## src/rtl/id_ex_stage.sv

```systemverilog
// ID/EX pipeline register with load-use hazard detection and a saturating bubble counter.
// Latency: one cycle from id_* to ex_*; stall is combinational in the same cycle.
// Backpressure: hold freezes every ex_* register, and stall freezes PC and IF/ID upstream;
// flush overrides both.
//
// Ports:
//   clk, rst              rising-edge clock, asynchronous active-high reset
//   id_*                  decoded instruction fields from the ID stage
//   hold, flush           downstream busy / branch-taken kill
//   ex_*                  registered ID/EX contents; ex_rs and ex_rt feed forwarding
//   stall                 freeze PC and IF/ID (combinational)
//   stall_count           number of load-use bubbles inserted, saturating
module id_ex_stage #(
    parameter int DATA_W = 32,
    parameter int CNT_W  = 16
) (
    input  logic              clk,
    input  logic              rst,
    input  logic              id_valid,
    input  logic [4:0]        id_rs,
    input  logic [4:0]        id_rt,
    input  logic [4:0]        id_rd,
    input  logic              id_uses_rs,
    input  logic              id_uses_rt,
    input  logic [DATA_W-1:0] id_rs_data,
    input  logic [DATA_W-1:0] id_rt_data,
    input  logic [DATA_W-1:0] id_imm,
    input  logic [DATA_W-1:0] id_pc,
    input  logic              id_RegWrite,
    input  logic              id_MemRead,
    input  logic              id_MemWrite,
    input  logic              id_MemtoReg,
    input  logic              id_ALUSrc,
    input  logic [3:0]        id_ALUOp,
    input  logic              hold,
    input  logic              flush,
    output logic              ex_valid,
    output logic [4:0]        ex_rs,
    output logic [4:0]        ex_rt,
    output logic [4:0]        ex_rd,
    output logic [DATA_W-1:0] ex_rs_data,
    output logic [DATA_W-1:0] ex_rt_data,
    output logic [DATA_W-1:0] ex_imm,
    output logic [DATA_W-1:0] ex_pc,
    output logic              ex_RegWrite,
    output logic              ex_MemRead,
    output logic              ex_MemWrite,
    output logic              ex_MemtoReg,
    output logic              ex_ALUSrc,
    output logic [3:0]        ex_ALUOp,
    output logic              stall,
    output logic [CNT_W-1:0]  stall_count
);

    typedef struct packed {
        logic              valid;
        logic [4:0]        rs;
        logic [4:0]        rt;
        logic [4:0]        rd;
        logic [DATA_W-1:0] rs_data;
        logic [DATA_W-1:0] rt_data;
        logic [DATA_W-1:0] imm;
        logic [DATA_W-1:0] pc;
        logic              reg_write;
        logic              mem_read;
        logic              mem_write;
        logic              mem_to_reg;
        logic              alu_src;
        logic [3:0]        alu_op;
    } ex_reg_t;

    ex_reg_t          ex_q;
    ex_reg_t          ex_d;
    ex_reg_t          id_word;
    logic [CNT_W-1:0] cnt_q;
    logic [CNT_W-1:0] cnt_d;
    logic             load_use;

    always_comb begin
        id_word = '{
            valid:      id_valid,
            rs:         id_rs,
            rt:         id_rt,
            rd:         id_rd,
            rs_data:    id_rs_data,
            rt_data:    id_rt_data,
            imm:        id_imm,
            pc:         id_pc,
            reg_write:  id_RegWrite,
            mem_read:   id_MemRead,
            mem_write:  id_MemWrite,
            mem_to_reg: id_MemtoReg,
            alu_src:    id_ALUSrc,
            alu_op:     id_ALUOp
        };
    end

    // A load in EX whose result is read by the instruction in ID cannot be
    // forwarded in time; r0 is hardwired, so it never creates a dependency.
    always_comb begin
        load_use = ex_q.valid & ex_q.mem_read & (ex_q.rd != 5'd0) & id_valid &
                   ((id_uses_rs & (id_rs == ex_q.rd)) |
                    (id_uses_rt & (id_rt == ex_q.rd)));
    end

    // A taken branch kills the ID instruction, so nothing upstream needs to freeze.
    assign stall = ~flush & (hold | load_use);

    always_comb begin
        ex_d  = ex_q;
        cnt_d = cnt_q;
        if (flush) begin
            ex_d = '0;
        end else if (hold) begin
            ex_d = ex_q;
        end else if (load_use) begin
            // Bubble; the ID instruction is retried next cycle once the load has moved on.
            ex_d = '0;
            if (cnt_q != {CNT_W{1'b1}}) begin
                cnt_d = cnt_q + CNT_W'(1);
            end
        end else begin
            ex_d = id_word;
            // An invalid slot carries its fields along but must not have side effects.
            if (!id_valid) begin
                ex_d.reg_write = 1'b0;
                ex_d.mem_read  = 1'b0;
                ex_d.mem_write = 1'b0;
            end
        end
    end

    always_ff @(posedge clk or posedge rst) begin
        if (rst) begin
            ex_q  <= '0;
            cnt_q <= '0;
        end else begin
            ex_q  <= ex_d;
            cnt_q <= cnt_d;
        end
    end

    assign ex_valid    = ex_q.valid;
    assign ex_rs       = ex_q.rs;
    assign ex_rt       = ex_q.rt;
    assign ex_rd       = ex_q.rd;
    assign ex_rs_data  = ex_q.rs_data;
    assign ex_rt_data  = ex_q.rt_data;
    assign ex_imm      = ex_q.imm;
    assign ex_pc       = ex_q.pc;
    assign ex_RegWrite = ex_q.reg_write;
    assign ex_MemRead  = ex_q.mem_read;
    assign ex_MemWrite = ex_q.mem_write;
    assign ex_MemtoReg = ex_q.mem_to_reg;
    assign ex_ALUSrc   = ex_q.alu_src;
    assign ex_ALUOp    = ex_q.alu_op;
    assign stall_count = cnt_q;

endmodule

```

## config.mk

```make
export PLATFORM = sky130hd
export DESIGN_NAME = id_ex_stage
export DESIGN_NICKNAME = d
export VERILOG_FILES = /design/src/rtl/id_ex_stage.sv
export SDC_FILE = /design/constraint.sdc
export NUM_CORES = 1
export LEC_CHECK = 0
export ABC_CLOCK_PERIOD_IN_PS = 7600
export BUFFER_PORTS_ARGS = -buffer_cell sky130_fd_sc_hd__buf_4
export CAP_MARGIN = 20
export CELL_PAD_IN_SITES_DETAIL_PLACEMENT = 1
export CELL_PAD_IN_SITES_GLOBAL_PLACEMENT = 2
export CORE_ASPECT_RATIO = 1.25
export CORE_UTILIZATION = 32
export DETAILED_ROUTE_END_ITERATION = 16
export PLACE_DENSITY = 0.91
export SYNTH_ARGS = -nofsm -noshare
export SYNTH_HDL_FRONTEND = slang
export SYNTH_SLANG_ARGS = --single-unit
```

## constraint.sdc

```tcl
create_clock -name clk -period 7.6 [get_ports clk]
set_input_delay 0.38 -clock clk [delete_from_list [all_inputs] [get_ports clk]]
set_output_delay 0.38 -clock clk [all_outputs]
set_load 0.01 [all_outputs]
```

==> flow_summary.ini <==
[status]
status = complete, no violations

[global_route]
grt.overflow.total = 0
grt_first_pass_wirelength_um = 42200
grt_pass1_vias = 7588
grt_max_degree = 99
grt_use_total = 0.198
grt_antenna_before_repair = 0

[critical_path]
timing.rr.end = ex_rs_data[28]
worstPathArrival_ps = 3220
crit_path_max_fanout = 53
critPathRequiredTime_ps = 7860
crit_type = reg -> reg
endpoint = ex_rs_data[28]
reg2reg_depth = 7
r2r-start = ex_rd[2]
cp-start-kind = flop
regToRegSetupSlack_ps = 4640
startpoint = ex_rd[2]
end_kind = flop

[logic_synthesis]
synth_seq_cells = 169
ys_seq_area_frac = 0.498
netlist_area_um2 = 8500
synth_top_cell_area_share = 0.498
yosys.area.top_type = dfrtp_1
netlist_top_cells_area = dfrtp_1 50%, o41ai_2 19%, inv_1 6.7%
syn_avg_cell_area_um2 = 10.9
synth_cell_type_count = 27
synth_fp_nets = 942
synthCells = 782
yosys_warnings = 0

[cts]
cts_hold_buf = 0
cts-root-buf = clkbuf_16
clock_latency_ps = 420
numClockSinks = 169
cts_resized = 0
cts.path.max_buffers = 2
htree_levels = 4
path_clk_slew_ps = 70
postCtsSetupBuffers = 0
numCtsBuffers = 17
cts_tree = done

[sta]
worst_pin_slew_ps = 1080
fin_tns_setup_ps = 0
setup_viol = 0
rsz0062_at_grt = no
period_minus_slack_ps = 2960
skew_ps = 8.29
fmax_mhz = 338
min_period_over_period = 0.389
slew_viol_final = 0
slew_headroom = 0.278
hold_viol_final = 0

[floorplanning]
dieArea_um2 = 27200
fp.coreArea_um2 = 26000
die_h_um = 184
ios = 329
die_x_um = 148
num_rows = 66
start_util = 0.327

[power_and_ir_drop]
peakVddDrop_mv = 0.144
p_sw_frac = 0.268
p_leak_uw = 0.00618
p_per_area_nw_per_um2 = 184
power.internal_uw = 1570
p_sw_uw = 578
clock_power_share = 0.390
pwr-share-seq = 0.453
p_comb_frac = 0.157

[cells_and_area]
most-common-layout-cells = 336 x buf_4, 169 x dfrtp_1, 150 x inv_1, 100 x o41ai_2, 99 x nand3_1
final_common_cell = buf_4
drive_above_1_share = 0.443
fin_nets = 1220
diodes = 0
syn2layout_area_growth_pct = 37.4
final_cell_area_um2 = 11700

[hold_path]
hp-class = in -> async

[run]
max_cap_viol_count = 0

[detailed_routing]
wl_met3_um = 2020
first_iter_violations = 269
wl_per_cell_um = 19.1
topRoutingLayerUsed = met4
wl_met1_um = 10900
route.detailed.drc = 0
drt_pass1_iterations = 4
final_antenna_net_count = 0
dr_wl_met2_um = 13400
wirelength_um = 27000
dr_total_vias = 7263
via_per_inst = 5.14

[placement]
hpwl_um = 18100
dpl_cell_area_um2 = 11100
place_congestion = 0.766
placement.io_buffers = 328
-- worst max-delay path: stages (launching register included) --
cell and delay, ps:
dfrtp_1 460, xnor2_1 210, nand4_1 120, o22ai_1 190
buf_4 240, and2_4 590, buf_4 790, o41ai_1 150
-- Yosys cell counts --
cell type and count:
nand2_1 65, o21a_1 2, buf_2 5, o22ai_1 1, o41ai_2 100, a22o_1 3
buf_6 11, and2_1 2, inv_1 152, nand3b_1 1, o21ai_0 1, and3_1 7
mux2_2 1, a2111oi_2 1, nor3_1 2, dfrtp_1 169, clkbuf_1 64, nand4_1 11
or4_1 1, nor4_1 4, nor2b_1 1, o41ai_1 49, ha_1 1, a31o_2 1
nand3_1 99, nor2_1 3, xnor2_1 25
-- cell families after synthesis --
| group | after synthesis | synth area share |
|---|---|---|
| xor gates and xnor gates | 25 | 0.0258 |
| buffers and inverters | 232 | 0.113 |
| AOI/OAI and AO/OA | 158 | 0.251 |
| DFF | 169 | 0.498 |
| adders and majority gates | 1 | 0.00147 |
| muxes | 1 | 0.00133 |
| and+or+nand+nor | 196 | 0.110 |
-- registers in the layout, summed over array words and instances (netlist names) --
register     flops
ex_rs            5
ex_ALUOp         4
ex_ALUSrc        1
stall_count     16
ex_valid         1
ex_MemWrite      1
ex_rt            5
ex_imm          32
ex_pc           32
ex_RegWrite      1
ex_MemtoReg      1
ex_MemRead       1
ex_rs_data      32
ex_rd            5
ex_rt_data      32
-- metal layers --
layer	GRT usage	vias up
met5	0	-
met4	0.0718	0
met3	0.0582	39
met2	0.336	266
met1	0.238	3645
li1	-	3313
-- power by group through the flow --
stage | clock network, uW | registers [uW] | logic, uW
2_1_floorplan | 0 | 1010 | 142
3_3_place_gp | 0 | 989 | 337
3_5_place_dp | 0 | 990 | 344
4_1_cts | 870 | 974 | 344
5_1_grt | 907 | 979 | 366
6_report | 840 | 974 | 338
-- final cells by class --
cell class | count | area (um^2)
tap | 340 | 425
multi-input combinational | 381 | 3320
clock buffer | 21 | 460
timing repair buffer | 339 | 2570
clock inverter | 10 | 96.3
inverter | 152 | 576
sequential | 169 | 4230
fill | 2921 | 14300
-- how the worst min path moves through the flow --
stage | endpoint | cells after the start | startpoint | slack, ps
2_1_floorplan | ex_ALUOp[0] | 2 | ex_ALUOp[0] | 510
3_3_place_gp | ex_pc[6] | 2 | ex_pc[6] | 460
3_5_place_dp | ex_pc[16] | 2 | ex_pc[16] | 460
4_1_cts | ex_MemWrite | 2 | id_MemWrite | 150
5_1_grt | ex_MemWrite | 2 | id_MemWrite | 150
6_report | ex_imm[26] | 2 | rst | 140
-- stage by stage --
stage / setup slack [ps] / total power (uW) / hold slack (ps) / util / std cells
floorplan: 2640 / 1150 / 511 / - / 782
global placement: 4600 / 1330 / 457 / 0.427 / 1380
detailed placement: 4520 / 1330 / 462 / 0.427 / 1380
CTS: 4560 / 2190 / 152 / 0.448 / 1411
global route: 4470 / 2250 / 148 / 0.449 / 1412
finish: 4640 / 2150 / 140 / 0.449 / 1412
No activity file was read; power rests on OpenSTA's default activity.
